[src/rtl/demux_seq_pkg.sv]
// ============================================================================
// Module      : demux_seq_pkg
// Description : Shared constants and state encoding for the demux sequencer.
// Revision    : 1.0 - initial release
// ============================================================================
`default_nettype none

package demux_seq_pkg;

    localparam int NUM_CH = 8;
    localparam int SEL_W  = 3;

    typedef enum logic [0:0] {
        IDLE = 1'b0,
        SCAN = 1'b1
    } state_t;

endpackage

`default_nettype wire

[src/rtl/demux_frame_sequencer_next_set_bit.sv]
// ============================================================================
// Module      : next_set_bit
// Description : Finds the lowest set mask bit, or the lowest set bit above cur.
// Revision    : 1.0 - initial release
// ============================================================================
`default_nettype none

module next_set_bit
    import demux_seq_pkg::*;
(
    input  logic [NUM_CH-1:0] mask,
    input  logic [SEL_W-1:0]  cur,
    input  logic              lowest,
    output logic [SEL_W-1:0]  idx,
    output logic              found
);

    // Scan downward so the last hit written is the lowest qualifying index.
    always_comb begin
        idx   = '0;
        found = 1'b0;
        for (int i = NUM_CH - 1; i >= 0; i--) begin
            if (mask[i] && (lowest || (SEL_W'(i) > cur))) begin
                idx   = SEL_W'(i);
                found = 1'b1;
            end
        end
    end

endmodule

`default_nettype wire

[src/rtl/demux_frame_sequencer.sv]
// ============================================================================
// Module      : demux_frame_sequencer
// Description : Serialises enabled bits of a word onto a 1-to-8 demux tree.
// Revision    : 1.0 - initial release
// ============================================================================
`default_nettype none

module demux_frame_sequencer
    import demux_seq_pkg::*;
#(
    parameter int HOLD_CYCLES = 1
) (
    input  logic              clk,
    input  logic              rst_n,
    input  logic              in_valid,
    output logic              in_ready,
    input  logic [NUM_CH-1:0] in_data,
    input  logic [NUM_CH-1:0] in_mask,
    output logic              dmx_data,
    output logic [SEL_W-1:0]  dmx_sel,
    output logic              dmx_en,
    output logic              busy,
    output logic              frame_done
);

    localparam logic [3:0] c_HOLD_INIT = 4'(HOLD_CYCLES - 1);

    state_t             r_state, w_state_nx;
    logic [NUM_CH-1:0]  r_word, w_word_nx;
    logic [NUM_CH-1:0]  r_mask, w_mask_nx;
    logic [SEL_W-1:0]   r_ch, w_ch_nx;
    logic [3:0]         r_hold, w_hold_nx;
    logic               w_done_nx;

    logic               r_in_ready, r_dmx_data, r_dmx_en, r_busy, r_frame_done;
    logic [SEL_W-1:0]   r_dmx_sel;
    logic               w_in_ready_nx, w_dmx_data_nx, w_dmx_en_nx, w_busy_nx;
    logic [SEL_W-1:0]   w_dmx_sel_nx;

    logic               w_lowest, w_found;
    logic [SEL_W-1:0]   w_idx;
    logic [NUM_CH-1:0]  w_search_mask;

    // One search unit serves both the accept (lowest bit) and each advance.
    assign w_lowest      = (r_state == IDLE);
    assign w_search_mask = w_lowest ? in_mask : r_mask;

    next_set_bit u_next_set_bit (
        .mask   (w_search_mask),
        .cur    (r_ch),
        .lowest (w_lowest),
        .idx    (w_idx),
        .found  (w_found)
    );

    always_ff @(posedge clk or negedge rst_n) begin
        if (!rst_n) begin
            r_state      <= IDLE;
            r_word       <= '0;
            r_mask       <= '0;
            r_ch         <= '0;
            r_hold       <= '0;
            r_in_ready   <= 1'b0;
            r_dmx_data   <= 1'b0;
            r_dmx_sel    <= '0;
            r_dmx_en     <= 1'b0;
            r_busy       <= 1'b0;
            r_frame_done <= 1'b0;
        end else begin
            r_state      <= w_state_nx;
            r_word       <= w_word_nx;
            r_mask       <= w_mask_nx;
            r_ch         <= w_ch_nx;
            r_hold       <= w_hold_nx;
            r_in_ready   <= w_in_ready_nx;
            r_dmx_data   <= w_dmx_data_nx;
            r_dmx_sel    <= w_dmx_sel_nx;
            r_dmx_en     <= w_dmx_en_nx;
            r_busy       <= w_busy_nx;
            r_frame_done <= w_done_nx;
        end
    end

    always_comb begin
        w_state_nx = r_state;
        w_word_nx  = r_word;
        w_mask_nx  = r_mask;
        w_ch_nx    = r_ch;
        w_hold_nx  = r_hold;
        w_done_nx  = 1'b0;
        case (r_state)
            IDLE: begin
                if (in_valid && r_in_ready) begin
                    w_word_nx = in_data;
                    w_mask_nx = in_mask;
                    if (w_found) begin
                        w_state_nx = SCAN;
                        w_ch_nx    = w_idx;
                        w_hold_nx  = c_HOLD_INIT;
                    end else begin
                        w_done_nx  = 1'b1;
                    end
                end
            end
            SCAN: begin
                if (r_hold != 4'd0) begin
                    w_hold_nx = r_hold - 4'd1;
                end else if (w_found) begin
                    w_ch_nx   = w_idx;
                    w_hold_nx = c_HOLD_INIT;
                end else begin
                    w_state_nx = IDLE;
                    w_done_nx  = 1'b1;
                end
            end
            default: w_state_nx = IDLE;
        endcase
    end

    // Outputs are registered from the next-state view so they align with it.
    always_comb begin
        w_in_ready_nx = (w_state_nx == IDLE);
        w_busy_nx     = (w_state_nx == SCAN);
        w_dmx_en_nx   = (w_state_nx == SCAN);
        w_dmx_sel_nx  = (w_state_nx == SCAN) ? w_ch_nx : r_dmx_sel;
        w_dmx_data_nx = (w_state_nx == SCAN) ? w_word_nx[w_ch_nx] : 1'b0;
    end

    assign in_ready   = r_in_ready;
    assign dmx_data   = r_dmx_data;
    assign dmx_sel    = r_dmx_sel;
    assign dmx_en     = r_dmx_en;
    assign busy       = r_busy;
    assign frame_done = r_frame_done;

endmodule

`default_nettype wire
[config.mk]
export PLATFORM = sky130hd
export DESIGN_NAME = demux_frame_sequencer
export DESIGN_NICKNAME = d
export VERILOG_FILES = /design/src/rtl/demux_seq_pkg.sv /design/src/rtl/demux_frame_sequencer_next_set_bit.sv /design/src/rtl/demux_frame_sequencer.sv
export SDC_FILE = /design/constraint.sdc
export NUM_CORES = 1
export LEC_CHECK = 0
export ABC_AREA = 1
export CORE_MARGIN = 4
export CORE_UTILIZATION = 24
export CTS_BUF_LIST = sky130_fd_sc_hd__clkbuf_8
export CTS_CLUSTER_DIAMETER = 150
export CTS_CLUSTER_SIZE = 28
export DETAILED_ROUTE_END_ITERATION = 6
export DONT_BUFFER_PORTS = 1
export GPL_TIMING_DRIVEN = 0
export PLACE_DENSITY = 0.36
export SETUP_SLACK_MARGIN = 0.1
export SYNTH_ARGS = -nofsm -noshare
export SYNTH_HDL_FRONTEND = slang
export SYNTH_SLANG_ARGS = --single-unit
[constraint.sdc]
create_clock -name clk -period 4.29 [get_ports clk]
set_input_delay 0.858 -clock clk [delete_from_list [all_inputs] [get_ports clk]]
set_output_delay 0.858 -clock clk [all_outputs]
set_load 0.02 [all_outputs]
Yosys cells after proc, flatten, opt, wreduce, memory -nomap -nowiden
Cells that the tools add are included.

Memories: 0. Bits in latches: 0. Bits in read-only memories: 0. Register bits: 30. Output and inout bits: 8. Logic and storage cells: 79. RAM bits: 0. Bits of input ports: 19.

Order comparisons: 9. Reduce and logical (&&, ||, !) cells: 19. $mul: 0. Multiplexer cells: 38. Equal/unequal tests: 1. Bitwise logic cells: 2. Shift operators: 0. Add/subtract/negate cells: 1. Div/mod/pow operators: 0.

Operators by type and width (count): 3-bit 2-to-1 mux (11); 8-bit 2-to-1 mux (3); 1-bit 2-to-1 mux (16); 3-bit greater-than comparator (first input constant) (4); 4-bit 2-to-1 mux (3); 1-bit logical AND (9); 1-bit logical OR (8); 4-bit one-hot mux with 2 select lines (1); 1-bit by 3-bit greater-than comparator with 1-bit output (first input constant) (2); 2-bit by 3-bit greater-than comparator with 1-bit output (first input constant) (2); 3-bit one-hot mux with 2 select lines (1); 3-bit by 4-bit < comparator with 1-bit output (second input constant) (1); 1-bit one-hot mux with 2 select lines (2); 4-bit nonzero test (1); 4-bit by 1-bit subtractor with 4-bit output (second input constant) (1); 1-bit binary-select mux with 3-bit select (1); 2-bit inequality test (second input constant) (1); 1-bit NOT (2); 2-bit AND reduction (1).

Depth between registers and ports, before layout
Gate-level depths: netlist (run 1).

Depth in word-level cells: 17. Depth in mapped cells: 21. Depth with buffers taken out: 21.

Modules after synthesis
Synthesis (run 1) repeated with hierarchy kept, for this count alone.

Cell total of the unflattened synthesis: 215. Area, all modules: 1632.8 um^2.

By module, submodules not included: demux_frame_sequencer (times used 1, cells an instance 175, area an instance 1446.4 um^2); next_set_bit (times used 1, cells an instance 40, area an instance 186.4 um^2).

Least setup slack after synthesis (run 1)
OpenSTA, ideal clock, no wires.

Path kind: input to register. Start point: input port in_mask[7]. End point: register r_dmx_data (netlist: dmx_data). Data arrival time: 1.995 ns. Path slack: 2.176 ns. Stages on the path: 17. Setup time: 0.119 ns. Path through: inv_1 o21ai_0 nand3_1 nand2_1 nand2_1 nand2_1 nand2_1 nand2_1 nand2_1 nand2_1 nand2_1 nand2_4 nand2_2 nand2_1 nand3_1 a21oi_1 nor2_1.

Cells in the longest elaborated chain, start to end: 16. Elaborated cells between the ends (all ways): 29.

Ends and longest elaborated chain: from (decl) (line demux_frame_sequencer.sv:18) `input logic [NUM_CH-1:0] in_mask,`; 8-bit 2-to-1 mux (*) (line demux_frame_sequencer.sv:46) `assign w_search_mask = w_lowest ? in_mask : r_mask;`; 1-bit logical AND (*) (line demux_frame_sequencer_next_set_bit.sv:23) `if (mask[i] && (lowest || (SEL_W'(i) > cur))) begin`; 3-bit 2-to-1 mux or 1-bit 2-to-1 mux (tied branches) (8 in a row) (line demux_frame_sequencer_next_set_bit.sv:23); 3-bit 2-to-1 mux (line demux_frame_sequencer.sv:96, demux_frame_sequencer.sv:108); 3-bit 2-to-1 mux (on tied branches) (line demux_frame_sequencer.sv:106, demux_frame_sequencer.sv:93); 3-bit one-hot mux with 2 select lines (line demux_frame_sequencer.sv:91) `case (r_state)`; 1-bit binary-select mux with 3-bit select (line demux_frame_sequencer.sv:126) `w_dmx_data_nx = (w_state_nx == SCAN) ? w_word_nx[w_ch_nx] : 1'b0;`; 1-bit 2-to-1 mux (not written as such) (line demux_frame_sequencer.sv:126); 1-bit 2-to-1 mux (*) (line demux_frame_sequencer.sv:126); named net w_dmx_data_nx (line demux_frame_sequencer.sv:37) `logic w_in_ready_nx, w_dmx_data_nx, w_dmx_en_nx, w_busy_nx;`; to (signal assigned) (line demux_frame_sequencer.sv:76) `r_dmx_data <= w_dmx_data_nx;`; to (decl) (line demux_frame_sequencer.sv:35) `logic r_in_ready, r_dmx_data, r_dmx_en, r_busy, r_frame_done;`.

The timed path passes the listed nets; every way through them passes the cells marked *. The select of a mux whose other input is x is not followed. A chain may end at the register's enable or synchronous reset.

==> flow_summary.yaml, run 1 <==
worst_hold_path:
  holdCritPathClass: "in2async"
yosys:
  synth_cell_type_count: 28
  mappedNetlistNets: 194
  synth-seq-area-share_pct: 48.4
  synth_area_um2: 1500
  yosys-top-cells-area: "dfrtp_1 48%, nand2_1 11%, mux2_2 8.3%"
  yosysTopAreaCellShare_pct: 48.4
  yosys.area.top_type: "dfrtp_1"
  postSynthCellCount: 173
  ys_ff_latch: 29
  syn_avg_cell_area_um2: 8.66
  yosys_warnings: 0
floorplanning:
  vert_die_dim_um: 87.0
  start_util_pct: 25.0
  top_level_ports: 27
  floorplan.die.width_um: 87.0
  fp.dieArea_um2: 7570
  core_area_um2: 5990
  row_count: 28
place:
  gp_congestion: 0.789
  port_buffers: 0
  final_hpwl_from_detailed_placement_um: 2680
worst_setup_path:
  critical_path_arrival_ps: 2560
  worst_ep_required_time_ps: 4460
  path_class: "reg2reg"
  critPathLaunchType: "flip-flop"
  cp_max_fo: 10
  end_kind: "flip-flop"
layout:
  num_antenna_cells: 0
  layout_overhead_on_the_synthesized_area_pct: 14.3
  post_route_cells_drive_above_1_share_pct: 20.4
  filler_cells: 655
  finalCoreUtilization_pct: 28.6
  fin_nets: 201
power:
  worst_ir_drop_vdd_mv: 0.247
  static-leakage-power_uw: 0.000836
  power.density_nw_per_um2: 823
detailed_routing:
  post_drt_via_cell_ratio: 4.61
  drcViolationCount: 0
  met2WireLength_um: 1690
  num_vias: 1181
  wirelength_met1_um: 1550
  routed.top_layer: "met4"
  drt_pass1_iterations: 4
  wire_per_inst_um: 13.8
  route.antenna.remaining_nets: 0
  routed_wl_um: 3540
  route.met3.wl_um: 256
  detailedRoute.firstIterationViolations: 28
timing:
  timing.final.setup_violations: 0
  clock-skew-final_ps: 3.32
  finalHoldViolations: 0
  max-slew-margin-rel_pct: 73.0
  setup_tns_ps: 0
  final_min_period_over_clock_period_pct: 55.8
  timing.hold.ws_ps: 265
  grt_setup_unrepaired: "no"
  achievable-frequency_ghz: 0.418
  slew_violations: 0
  final.min_clock_period_ps: 2390
  worst_pin_slew_ps: 405
clock_tree:
  clk_root_buffer_cell: "clkbuf_8"
  maximum_count_of_clock_buffers_along_a_single_path: 2
  postCtsSetupRepairBufs: 0
  clock_latency_ps: 280
  tritoncts_clock_tree: "yes"
  total_number_of_h_tree_levels: 2
  post_cts_resized: 0
  total_cts_buffers: 5
  clk_transition_reported_paths_ps: 70
  cts_hold_buf: 0
  cts_sinks: 29
global_route:
  grt_max_degree: 30
  global_route.overflow_total: 0
  vias_in_the_first_global_route: 1307
  grt_pass1_wl_um: 6250
  number_of_antenna_violations_at_the_first_check_in_global_routing: 0
  globalRouteTotalUtil_pct: 10.8
run_status:
  outcome: "completed"
run:
  timing.max_cap.violations: 0
==> worst max-delay path, stage by stage, from the launching register on <==
cell	delay, ps
dfrtp_1	530
buf_6	220
o21ai_0	330
nand3_1	140
nand2_1	80
nand2_1	50
nand2_1	60
nand2_1	40
nand2_1	50
nand2_1	50
nand2_1	60
nand2_1	80
nand2_4	90
nand2_2	100
nand2_1	80
nand3_1	70
a21oi_1	150
nor2_1	70
==> where the power goes <==
group          internal [uW]  switching [uW]  total (uW)  leakage [uW]
logic                    228             375         603      0.000425
registers                403             105         508      0.000354
clock network            189             110         299     0.0000574
==> state kept, by name (all words and copies together) (netlist names), 3 cells and up <==
register  flops
r_ch          3
r_mask        7
r_word        8
dmx_sel       3
r_hold        4
==> cell usage in the layout (no fill, tap or decap), drive strengths merged <==
cell,count
nor2,11
nand2,51
dfrtp,29
clkinvlp,1
clkbuf,7
o22ai,2
nand4,1
o21ai,14
bufinv,1
nor3,1
xor2,1
a21oi,3
a22oi,1
xnor2,1
clkinv,1
buf,3
ha,2
nand3,13
mux2,11
a31oi,4
o211ai,1
inv,22
==> synth_stat cells <==
cell type	n
nand2_2	4
buf_4	1
xnor2_1	1
o211ai_2	1
nand2_1	45
a21oi_2	1
a22oi_1	1
o22ai_1	2
buf_6	1
nor3_1	1
xor2_1	1
buf_2	1
inv_2	2
inv_1	20
mux2_2	11
nand3_1	13
o21ai_2	1
nand2_4	2
clkbuf_1	1
nor2_2	3
a21oi_1	2
clkinv_2	1
dfrtp_1	29
nor2_1	8
a31oi_1	4
ha_1	2
nand4_1	1
o21ai_0	13
==> final timing paths <==
path                       slack, ps        end      start  cells after the start
min in group clk                 500  r_word[1]  r_word[1]                      1
max in group asynchronous       3950  r_word[1]      rst_n                      0
max                             1900   dmx_data       busy                     17
min reg2reg                      500  r_word[1]  r_word[1]                      1
max reg2reg                     1900   dmx_data       busy                     17
min                              260  r_word[0]      rst_n                      0
==> cell families after synthesis <==
logic type	share of synthesized area, %
DFF	48.4
adders and majority gates	1.67
muxes	8.26
buffers and inverters	7.68
AOI/OAI and AO/OA	10.0
xor gates and xnor gates	1.17
and+or+nand+nor	22.8
==> final cells by class <==
cell class,instances,area [um2],area share [%]
flip-flops and latches,29,726,42.4
multi-input cells,117,658,38.4
well taps,75,93.8,5.48
inverters,23,87.6,5.11
clock buffers,6,82.6,4.82
clock inverters,2,37.5,2.19
plain buffers,4,27.5,1.61
==> through the flow <==
stage	cell area, um2	power (uW)	worst slack (ps)	std cells
after CTS	1710	1430	1870	256
after floorplan	1500	980	2180	173
final	1710	1410	1900	256
after global routing	1710	1560	1650	256
after detailed placement	1590	1120	1860	248
after global placement	1590	1110	1830	248
==> per-layer routing <==
| layer | vias up | GRT usage (%) |
|---|---|---|
| met4 | 0 | 4.96 |
| li1 | 573 | - |
| met2 | 29 | 17.3 |
| met3 | 6 | 4.45 |
| met1 | 573 | 12.6 |
| met5 | - | 0 |
Power figures use the tool's default switching activity.
==> run 2, diff against run 1 <==
==> constraint.sdc (replaced) <==
create_clock -name clk -period 2.4 [get_ports clk]
set_input_delay 0.48 -clock clk [delete_from_list [all_inputs] [get_ports clk]]
set_output_delay 0.48 -clock clk [all_outputs]
set_load 0.02 [all_outputs]
==> flow_summary.yaml, run 2 (synthesized netlist as in run 1, its figures left out) <==
global_route:
  globalRouteTotalUtil_pct: 10.9
  grt_max_degree: 30
  global_route.overflow_total: 0
  vias_in_the_first_global_route: 1312
  grt_pass1_wl_um: 6290
  number_of_antenna_violations_at_the_first_check_in_global_routing: 0
power:
  power.share.combinational_pct: 47.2
  p_sw_share_pct: 42.3
  p_clk_share_pct: 19.5
  worst_ir_drop_vdd_mv: 0.517
  power.density_nw_per_um2: 1480
  p_int_uw: 1590
  static-leakage-power_uw: 0.000895
  share_seq_of_total_power_pct: 33.4
  p_sw_uw: 1160
worst_setup_path:
  timing.critical_path.mode_cell: "nand2_1"
  critPathLaunchType: "flip-flop"
  critical_path.max_stage_delay_ps: 530
  critical_path_arrival_ps: 2300
  sum_of_buffers_and_inverters_on_the_critical_path: 3
  critical_path.cell_chain: "buf_8 -> nand2_1 -> o21ai_4 -> nand2_1 -> nand2_1 -> nor2_2 -> nand2_2 -> inv_2 -> nand2_2 -> o211ai_2 -> nand2_4 -> inv_4 -> nand3_2 -> nand2_1 -> nand2_1 -> nand2_1 -> nor2_1"
  path_class: "reg2reg"
  timing.critical_path.max_delay_family: "simple AND/OR/NAND/NOR gates"
  r2r_slack_ps: 270
  worst_ep_required_time_ps: 2570
  cp_slowest_cell: "dfrtp_2"
  end_kind: "flip-flop"
  cp_max_fo: 8
place:
  port_buffers: 0
  gp_congestion: 0.789
  dp_worst_setup_slack_ps: 91.2
  final_hpwl_from_detailed_placement_um: 2680
timing:
  slew_violations: 0
  clock-skew-final_ps: 3.14
  setup_tns_ps: 0
  worst_pin_slew_ps: 397
  max-slew-margin-rel_pct: 73.4
  achievable-frequency_ghz: 0.470
  final_min_period_over_clock_period_pct: 88.7
  finalHoldViolations: 0
  timing.final.setup_violations: 0
  fin_ws_ps: 271
  final.min_clock_period_ps: 2130
  grt_setup_unrepaired: "no"
layout:
  top_register: "r_word"
  post_route_cells_drive_above_1_share_pct: 30.5
  num_antenna_cells: 0
  reg.largest.list: "r_word (8), r_mask (7), r_hold (4)"
  mostFrequentLayoutCells: "41 x nand2_1, 28 x dfrtp_1, 20 x inv_1"
  largest_reg_flops: 8
  fin_nets: 207
  mostFrequentLayoutCell: "nand2_1"
  layout_overhead_on_the_synthesized_area_pct: 24.4
detailed_routing:
  route.antenna.remaining_nets: 0
  detailedRoute.firstIterationViolations: 35
  post_drt_via_cell_ratio: 4.65
  routed_wl_um: 3860
  wire_per_inst_um: 14.7
  route.met3.wl_um: 236
  wirelength_met1_um: 1670
  routed.top_layer: "met4"
  drt_pass1_iterations: 4
  met2WireLength_um: 1870
  num_vias: 1218
  drcViolationCount: 0
clock_tree:
  cts_sinks: 29
  total_cts_buffers: 5
  clock_latency_ps: 280
  tritoncts_clock_tree: "yes"
  clk_root_buffer_cell: "clkbuf_8"
  maximum_count_of_clock_buffers_along_a_single_path: 2
  clk_transition_reported_paths_ps: 70
  total_number_of_h_tree_levels: 2
floorplanning:
  fp.dieArea_um2: 7570
  start_util_pct: 25.0
  core_area_um2: 5990
  top_level_ports: 27
  vert_die_dim_um: 87.0
  row_count: 28
  floorplan.die.width_um: 87.0
run:
  timing.max_cap.violations: 0
worst_hold_path:
  holdCritPathClass: "in2async"
run_status:
  outcome: "completed"
## run 2: repair_timing
item,CTS,global route
resized for setup,2,19
hold buffers,1,0
hold endpoints to repair,29,0
pin swaps,0,9
endpoints found under the setup margin,1,1
gates cloned,0,1
buffers inserted,0,4
## run 2: through the flow
step / instance area, um2 / power (uW) / hold slack, ps / utilization, % / cells
global route: 1860 / 3030 / 16.4 / 31.1 / 262
detailed placement: 1590 / 2000 / 186 / 26.6 / 248
CTS: 1730 / 2580 / 15.7 / 28.9 / 257
global placement: 1590 / 1990 / 186 / 26.6 / 248
floorplan: 1500 / 1750 / 184 / - / 173
finish: 1860 / 2750 / 17.1 / 31.1 / 262
## run 2: worst register-to-register path: stages, from the launching register on
cell,delay (ps)
dfrtp_2,530
buf_8,180
nand2_1,100
o21ai_4,80
nand2_1,70
nand2_1,90
nor2_2,150
nand2_2,100
inv_2,90
nand2_2,60
o211ai_2,100
nand2_4,110
inv_4,80
nand3_2,60
nand2_1,60
nand2_1,40
nand2_1,50
nor2_1,50
## run 2: layout make-up
class                   instances  area, um2
fillers                       647       4130
clock inverters                 2       37.5
inverters                      23       91.3
well taps                      75       93.8
clock buffers                   6       82.6
flip-flops and latches         29        727
repair buffers                  6       75.1
plain buffers                   4       31.3
multi-input cells             117        726
## run 2: final timing paths
kind	end	from	cells after the start
worst max-delay path	dmx_data	busy	17
worst min-delay path	r_mask[1]	rst_n	1
min in group clk	r_mask[5]	in_mask[5]	1
max in group asynchronous	busy	rst_n	1
worst min register to register	r_mask[7]	r_mask[7]	2
worst max register to register	dmx_data	busy	17
## run 2: per-layer routing
| metal | track usage [%] | vias to the layer above |
|---|---|---|
| met5 | 0 | - |
| met1 | 12.9 | 591 |
| li1 | - | 587 |
| met2 | 17.3 | 29 |
| met3 | 4.26 | 11 |
| met4 | 4.96 | 0 |
## run 2: power groups by stage
stage	registers [uW]	logic (uW)	clock network (uW)
after floorplan	873	879	0
after global placement	912	1080	0
after detailed placement	918	1080	0
after CTS	912	1110	554
after global routing	952	1500	577
final	918	1300	536
